## src/rtl/ahb_arbiter.sv

```systemverilog
// Round-robin AHB bus arbiter: one-hot grant, registered owner index and lock flag,
// grant frozen across fixed-length bursts and locked sequences, parked on DEFAULT_MASTER.
module ahb_arbiter #(
    parameter int MASTER_COUNT   = 3,
    parameter int DEFAULT_MASTER = 0,
    localparam int MSEL_BITS     = $clog2(MASTER_COUNT)
) (
    input  logic                    i_hclk,
    input  logic                    i_hreset,
    input  logic [MASTER_COUNT-1:0] i_hbusreq,
    input  logic [MASTER_COUNT-1:0] i_hlock,
    input  logic [1:0]              i_htrans,
    input  logic [2:0]              i_hburst,
    input  logic                    i_hready,
    output logic [MASTER_COUNT-1:0] o_hgrant,
    output logic [MSEL_BITS-1:0]    o_hmaster,
    output logic                    o_hmastlock
);

    typedef enum logic {
        ARB   = 1'b0,
        BURST = 1'b1
    } state_t;

    localparam logic [1:0]           TRANS_IDLE   = 2'd0;
    localparam logic [1:0]           TRANS_BUSY   = 2'd1;
    localparam logic [1:0]           TRANS_NONSEQ = 2'd2;
    localparam logic [1:0]           TRANS_SEQ    = 2'd3;
    localparam logic [MSEL_BITS-1:0] DEF_IDX      = MSEL_BITS'(DEFAULT_MASTER);
    localparam logic [MSEL_BITS:0]   MC_W         = (MSEL_BITS+1)'(MASTER_COUNT);

    state_t                  state_r, state_nxt_s;
    logic [3:0]              count_r, count_nxt_s;
    logic [MSEL_BITS-1:0]    gidx_r, gidx_nxt_s;
    logic [MSEL_BITS-1:0]    ptr_r, ptr_nxt_s;
    logic [MASTER_COUNT-1:0] grant_r;
    logic [MSEL_BITS-1:0]    hmaster_r;
    logic                    hmastlock_r;
    logic                    do_arb_s;
    logic                    rr_found_s;
    logic [MSEL_BITS-1:0]    rr_win_s;
    logic [MSEL_BITS:0]      cand_s;

    function automatic logic [MASTER_COUNT-1:0] onehot(input logic [MSEL_BITS-1:0] idx);
        logic [MASTER_COUNT-1:0] v;
        v      = {MASTER_COUNT{1'b0}};
        v[idx] = 1'b1;
        return v;
    endfunction

    // Counter preload is the burst length minus two: the NONSEQ beat and the final SEQ beat.
    function automatic logic [3:0] burst_load(input logic [2:0] burst);
        case (burst)
            3'd2, 3'd3: burst_load = 4'd2;
            3'd4, 3'd5: burst_load = 4'd6;
            3'd6, 3'd7: burst_load = 4'd14;
            default:    burst_load = 4'd0;
        endcase
    endfunction

    // Round-robin scan starting just after the last winner; the last winner is reached last.
    always_comb begin
        rr_found_s = 1'b0;
        rr_win_s   = DEF_IDX;
        cand_s     = {(MSEL_BITS+1){1'b0}};
        for (int k = 1; k <= MASTER_COUNT; k++) begin
            cand_s = {1'b0, ptr_r} + (MSEL_BITS+1)'(k);
            if (cand_s >= MC_W) begin
                cand_s = cand_s - MC_W;
            end else begin
                cand_s = cand_s;
            end
            if (!rr_found_s && i_hbusreq[cand_s[MSEL_BITS-1:0]]) begin
                rr_found_s = 1'b1;
                rr_win_s   = cand_s[MSEL_BITS-1:0];
            end else begin
                rr_found_s = rr_found_s;
            end
        end
    end

    // Next-state: burst tracking and the grant decision.
    always_comb begin
        state_nxt_s = state_r;
        count_nxt_s = count_r;
        gidx_nxt_s  = gidx_r;
        ptr_nxt_s   = ptr_r;
        do_arb_s    = 1'b0;

        case (state_r)
            ARB: do_arb_s = 1'b1;
            BURST: begin
                case (i_htrans)
                    TRANS_SEQ: begin
                        if (count_r == 4'd0) begin
                            do_arb_s = 1'b1;
                        end else begin
                            count_nxt_s = count_r - 4'd1;
                        end
                    end
                    TRANS_BUSY: count_nxt_s = count_r;
                    default:    do_arb_s = 1'b1;
                endcase
            end
            default: do_arb_s = 1'b1;
        endcase

        if (do_arb_s) begin
            state_nxt_s = ARB;
            if (i_htrans == TRANS_NONSEQ && i_hburst >= 3'd2) begin
                state_nxt_s = BURST;
                count_nxt_s = burst_load(i_hburst);
            end else if (i_hlock[gidx_r] && i_hbusreq[gidx_r]) begin
                gidx_nxt_s = gidx_r;
            end else if (rr_found_s) begin
                gidx_nxt_s = rr_win_s;
                ptr_nxt_s  = rr_win_s;
            end else begin
                gidx_nxt_s = DEF_IDX;
            end
        end else begin
            gidx_nxt_s = gidx_r;
        end
    end

    // State and output registers; nothing moves while the slave stretches the cycle.
    always_ff @(posedge i_hclk or negedge i_hreset) begin
        if (!i_hreset) begin
            state_r     <= ARB;
            count_r     <= 4'd0;
            gidx_r      <= DEF_IDX;
            ptr_r       <= DEF_IDX;
            grant_r     <= onehot(DEF_IDX);
            hmaster_r   <= DEF_IDX;
            hmastlock_r <= 1'b0;
        end else if (i_hready) begin
            state_r     <= state_nxt_s;
            count_r     <= count_nxt_s;
            gidx_r      <= gidx_nxt_s;
            ptr_r       <= ptr_nxt_s;
            grant_r     <= onehot(gidx_nxt_s);
            hmaster_r   <= gidx_r;
            hmastlock_r <= i_hlock[gidx_r];
        end else begin
            state_r     <= state_r;
            count_r     <= count_r;
        end
    end

    assign o_hgrant    = grant_r;
    assign o_hmaster   = hmaster_r;
    assign o_hmastlock = hmastlock_r;

endmodule

```

## config.mk

```make
export PLATFORM = sky130hd
export DESIGN_NAME = ahb_arbiter
export DESIGN_NICKNAME = d
export VERILOG_FILES = /design/src/rtl/ahb_arbiter.sv
export SDC_FILE = /design/constraint.sdc
export NUM_CORES = 1
export LEC_CHECK = 0
export BUFFER_PORTS_ARGS = -buffer_cell sky130_fd_sc_hd__buf_2
export CORE_MARGIN = 3
export CORE_UTILIZATION = 48
export DETAILED_ROUTE_END_ITERATION = 16
export PLACE_DENSITY = 0.74
export RECOVER_POWER = 100
export SYNTH_ARGS = -nofsm -noshare
export SYNTH_HDL_FRONTEND = slang
export SYNTH_SLANG_ARGS = --single-unit
```

## constraint.sdc

```tcl
create_clock -name i_hclk -period 2.3 [get_ports i_hclk]
set_clock_uncertainty 0.05 [all_clocks]
set_input_delay 0.23 -clock i_hclk [delete_from_list [all_inputs] [get_ports i_hclk]]
set_output_delay 0.23 -clock i_hclk [all_outputs]
set_load 0.03 [all_outputs]
```

---- Word level (Yosys, flattened, before mapping) ----
Cells that the tools add are included.
word-level totals
  flip-flop bits (word level) ............. 15
  input bits .............................. 14
  output and inout port bits .............. 6
  logic and storage cells ................. 84
operators by class
  $add $sub $neg .......................... 7
  magnitude comparators ................... 10
  equality and inequality tests ........... 9
  mux-type cells .......................... 35
  bitwise gates (word level) .............. 3
  reductions and logical operators ........ 13
operators by type and width
  cell                                                                    number
  2-bit two-way mux                                                       10
  4-bit two-way mux                                                       5
  2-bit by 3-bit < comparator with 1-bit output (second input constant)   5
  3-bit equality test (second input constant)                             4
  3-bit by 2-bit >= comparator with 1-bit output (second input constant)  4
  4-bit case mux with 3 select lines                                      1
  1-bit two-way mux                                                       11
  1-bit binary-select mux with 2-bit select                               5
  2-bit by 2-bit adder with 3-bit output (second input constant)          2
  3-bit by 2-bit equality test with 1-bit output (second input constant)  2
  2-bit OR reduction                                                      3
  2-bit subtractor (second input constant)                                3
  1-bit logical AND                                                       5
  5-bit AND reduction                                                     1
  2-bit equality test (second input constant)                             2
  4-bit zero test                                                         1
  1-bit case mux with 2 select lines                                      2
  4-bit by 1-bit subtractor with 4-bit output (second input constant)     1
  2-bit by 1-bit adder with 3-bit output (second input constant)          1
  1-bit NOT                                                               3
  1-bit demux with 2-bit select                                           1
  2-bit by 1-bit equality test with 1-bit output (second input constant)  1
  2-bit by 1-bit >= comparator with 1-bit output (second input constant)  1
  1-bit zero test                                                         2
  2-bit AND reduction                                                     1

---- Logic depth before layout (Yosys ltp) ----
  word-level depth ........................ 20
  depth in mapped cells ................... 9
  depth with buffers taken out ............ 8

---- Worst setup path before layout ----
OpenSTA, ideal clock, no wires.
  kind .................................... flip-flop to flip-flop
  from .................................... reg ptr_r[0]
  to ...................................... reg grant_r[0] (netlist: o_hgrant[0])
  library setup time ...................... 0.078 ns
  arrival ................................. 2.044 ns
  data required time ...................... 2.172 ns
  path slack .............................. 0.128 ns
  stages on the path, launching flop included .. 10
  buffers on the path ..................... 1
  period minus slack after synthesis ...... 2.172 ns
  cells stage by stage .................... dfrtp_1 > inv_1 > ha_1 > clkbuf_1 > inv_1 > a221oi_1 > o211ai_1 > a21oi_1 > a21oi_1 > a31o_1
between the ends
  longest elaborated chain between the ends .. 20
  elaborated cells on any way between the ends .. 37
  those cells by class .................... add/sub (6); order compare (5); mux (21); reduce/logical (5)
ends and longest elaborated chain
  what                                                                                                                                          RTL line  RTL
  start, declared                                                                                                                               35        logic [MSEL_BITS-1:0] ptr_r, ptr_nxt_s;
  start signal, assigned                                                                                                                        140       ptr_r <= ptr_nxt_s;
  2-bit by 1-bit adder with 3-bit output                                                                                                        67        cand_s = {1'b0, ptr_r} + (MSEL_BITS+1)'(k);
  3-bit by 2-bit >= comparator with 1-bit output / 2-bit subtractor (equally long branches)                                                     68, 69
  2-bit two-way mux                                                                                                                             68        if (cand_s >= MC_W) begin
  1-bit binary-select mux with 2-bit select                                                                                                     73        if (!rr_found_s && i_hbusreq[cand_s[MSEL_BITS-1:0]]) begin
  1-bit two-way mux (not written as such)                                                                                                       73
  1-bit two-way mux                                                                                                                             73
  1-bit zero test                                                                                                                               73
  1-bit logical AND                                                                                                                             73
  (+4 left out)                                                                                                                                 --
  2-bit two-way mux *                                                                                                                           115       end else if (rr_found_s) begin
  2-bit two-way mux *                                                                                                                           113       end else if (i_hlock[gidx_r] && i_hbusreq[gidx_r]) begin
  2-bit two-way mux *                                                                                                                           110       if (i_htrans == TRANS_NONSEQ && i_hburst >= 3'd2) begin
  2-bit two-way mux *                                                                                                                           108       if (do_arb_s) begin
  2-bit by 3-bit < comparator with 1-bit output (not written as such) / 2-bit by 1-bit >= comparator with 1-bit output (equally long branches)  47        v[idx] = 1'b1;
  1-bit logical AND (not written as such)                                                                                                       47
  1-bit two-way mux (not written as such)                                                                                                       47
  1-bit demux with 2-bit select *                                                                                                               47
  end signal, assigned                                                                                                                          133       grant_r <= onehot(DEF_IDX);
  end signal, assigned                                                                                                                          141       grant_r <= onehot(gidx_nxt_s);
  end, declared                                                                                                                                 36        logic [MASTER_COUNT-1:0] grant_r;
Mark *: on every way between the ends. The rest lies on a longest branch, timed or not. The select of a mux whose other input is x is not followed.
A chain may end at the register's enable or synchronous reset.

---- Worst setup path in the final report ----
  from .................................... reg ptr_r[0]
  to ...................................... reg ptr_r[0]
between the ends
  longest elaborated chain between the ends .. 13
  elaborated cells on any way between the ends .. 29
  those cells by class .................... add/sub (6); order compare (3); mux (15); reduce/logical (5)
ends and longest elaborated chain
  what                                                                                       RTL line
  2-bit by 1-bit adder with 3-bit output                                                     67
  3-bit by 2-bit >= comparator with 1-bit output / 2-bit subtractor (equally long branches)  68, 69
  2-bit two-way mux                                                                          68
  1-bit binary-select mux with 2-bit select                                                  73
  1-bit two-way mux (not written as such)                                                    73
  1-bit two-way mux                                                                          73
  1-bit zero test                                                                            73
  1-bit logical AND                                                                          73
  1-bit two-way mux                                                                          73
  1-bit zero test                                                                            73
  1-bit logical AND                                                                          73
  1-bit two-way mux                                                                          73
  5-bit AND reduction (no source line)                                                       --
Several ways; a longest one is shown, not always the timed one. The select of a mux whose other input is x is not followed.

==> metrics.md <==
| Metric | Value |
|---|---|
| Status | `completed` |
| I/O pin cnt | `20` |
| Tmin final | `2.18 ns` |
| GRT Total Usage | `18.6%` |
| Synth cell types | `42` |
| Slew HR | `47.1%` |
| Total Wirelength | `2170 um` |
| CTS tree | `yes` |
| Fin crit share | `94.8%` |
| Final hold slack | `0.236 ns` |
| Non-Filler Instances | `164` |
| Worst setup EP type | `register` |
| Drt drc | `0` |
| Final instance area | `0.00125 mm^2` |
| Worst Hold Class | `in -> reg` |
| Combined area of the multi-input logic cells | `637 um^2` |
| Pwr Total | `1.39 mW` |
| GP Congestion | `0.760` |
| Primary FF master, synth | `dfrtp_1` |
| Maximum vdd drop | `643 uV` |
| Worst-margin pin slew | `0.794 ns` |
| Area leader, netlist | `dfrtp_1` |
| Reg area | `378 um^2` |
| Vias in the first global route | `922` |
| YS warnings | `0` |
| Setup TNS | `0 ns` |
| Total CTS buffers | `3` |
| Cell Area, Synth | `0.00104 mm^2` |
| Row Count | `16` |
| Antenna viol nets, final | `0` |
| # clock sinks | `15` |
| Asr flop ratio synth | `100%` |
| Post-detail-place hpwl | `1700 um` |
| Clk buf depth | `2` |
| Reg-to-reg startpoint | `ptr_r[0]` |
| Largest net degree at the start of global routing | `20` |
| DP Area | `0.00119 mm^2` |
| Dpl ws | `-0.00663 ns` |
| Reg2Reg Setup Slack | `0.12 ns` |
| Global-route wire length before repair | `3880 um` |
| Post-synth EDFFs | `0` |
| Sw Share | `45.1%` |
| Layout net count | `156` |
| Type of element launching the critical path | `register` |
| Final setup vio count | `0` |
| Flop pwr share | `33.4%` |
| Die Y-Extent | `52.5 um` |
| Root buffer cell | `clkbuf_4` |
| Buffers on Ports | `18` |
| Flops & latches, synth | `15` |
| CTS H-tree lvls | `1` |
| Core box area | `0.00200 mm^2` |
| Remaining Overflow, GRT | `0` |
| Starting DRT DRC Count | `24` |
| Wire per inst | `13.2 um` |
| Die span in x | `52.5 um` |
| Max-cap violations | `0` |
| Lkg Pwr | `0.538 nW` |
| Top Metal Used | `met4` |
| Die ar. | `0.00276 mm^2` |
| Reg2Reg Depth | `7` |
| Initial core utilization | `51.9%` |
| Clock-pin transition on the worst setup and hold timing paths | `0.09 ns` |
| F_max | `459 MHz` |
| Vias | `925` |
| P_int | `765 uW` |
| Synthesized area per cell | `9.20 um^2` |
| HP Start | `i_hburst[1]` |
| Metal2 WL | `1070 um` |
| Core Util, Final | `62.4%` |
| Clock share of power | `10.4%` |
| Yosys top cell area share | `33.7%` |
| Top post-synthesis cells by count | `dfrtp_1 (14), inv_1 (10), nor2_1 (10)` |
| Max Slew Vio Count | `0` |
| Worst EP required | `2.41 ns` |
| Placed insts | `159` |
| First-pass DRT Iterations | `4` |
| Seq/Total Area, Yosys | `36.2%` |
| Via density | `5.64` |
| Share of cells above drive strength 1 | `27.7%` |
| Top-count cell post-synth | `dfrtp_1` |
| Synth Net Count | `131` |
| Post-Synthesis Cells | `113` |
| Power Dens Cells | `1110 mW/mm^2` |
| WL met3 | `104 um` |
| Fill count | `176` |
| Initial antenna violation count | `0` |
| Worst EP arrival | `2.29 ns` |
| Inserted Diodes | `0` |
| CP endpoint | `ptr_r[0]` |
| Metal-1 WL | `970 um` |
| Skew-Pair Late Insertion Delay | `0.28 ns` |
| Final worst slack | `0.120 ns` |
| Logic pwr share | `56.3%` |
| Critical setup path kind | `reg -> reg` |
| Top cells by area, synth | `dfrtp_1 (34%), ha_1 (4.8%), a21oi_1 (3.9%)` |
| FF-to-FF End | `ptr_r[0]` |
| Critical path startpoint | `ptr_r[0]` |
| Area growth syn-to-layout | `20.2%` |
| Psw | `628 uW` |
| CP Max Fanout | `6` |
| Final Hold Viols | `0` |
## power groups by stage
stage / sequential [mW] / clock, mW / combinational [mW]
final: 0.465 / 0.144 / 0.784
after global routing: 0.485 / 0.157 / 0.868
after CTS: 0.459 / 0.149 / 0.767
after detailed placement: 0.463 / 0 / 0.762
after global placement: 0.453 / 0 / 0.740
after floorplan: 0.548 / 0 / 0.446
## placed cells by master (no fill, tap or decap), types with 3 or more instances in the layout
cell,Yosys,routed
a21oi_1,8,6
buf_2,3,11
buf_4,0,6
clkbuf_1,2,7
clkbuf_4,0,3
dfrtp_1,14,13
ha_1,4,3
inv_1,10,9
mux2_1,3,3
mux2_2,3,3
mux2i_1,4,4
nand2_1,8,8
nor2_1,10,10
nor2b_1,5,5
o21ai_0,2,4
## critical path, stage by stage, from the launching register on
cell and delay, ns:
dfrtp_2 0.45, inv_2 0.12, ha_1 0.18, nand2_1 0.08, a221o_1 0.31, a2111oi_2 0.37, a2111o_1 0.18, mux2_1 0.32
## how the worst min path moves through the flow
stage	depth (start not counted)	slack, ns	to
floorplan	0	-0.12	count_r[0]
detailed placement	1	0.1	o_hgrant[1]
global placement	1	0.09	o_hmastlock
finish	3	0.24	count_r[3]
CTS	3	0.24	count_r[3]
global route	3	0.30	count_r[3]
## layout make-up
cell class	instances	area share, %
Multi-Input combinational cell	83	51.0
Sequential cell	15	30.2
Timing Repair Buffer	25	10.9
Inverter	10	3.00
Tap cell	27	2.70
Clock buffer	3	1.80
Clock inverter	1	0.400
## repair_timing
item,4_1_cts,5_1_grt
pin swaps,0,1
gates resized for setup,1,9
endpoints found under the hold margin,14,0
buffers inserted,0,0
hold buffers,1,0
endpoints found under the setup margin,1,7
## sequential cells by signal (all words and copies together) (netlist names)
signal       flops
ptr_r            2
o_hmastlock      1
o_hmaster        2
state_r          1
gidx_r           2
o_hgrant         3
count_r          4
## layer usage
metal	GRT usage, %	vias up
li1	-	458
met1	23.5	434
met2	32.0	28
met3	1.99	5
met4	7.23	0
met5	0	-
## cell families after synthesis
group,share of synthesized area [%]
AND/OR/NAND/NOR,19.1
flip-flops,36.2
multiplexers,10.3
AO/OA/AOI/OAI,23.7
adder cells (fa/ha/maj),4.81
buffers and inverters,5.78
No activity file was read; power rests on OpenSTA's default activity.
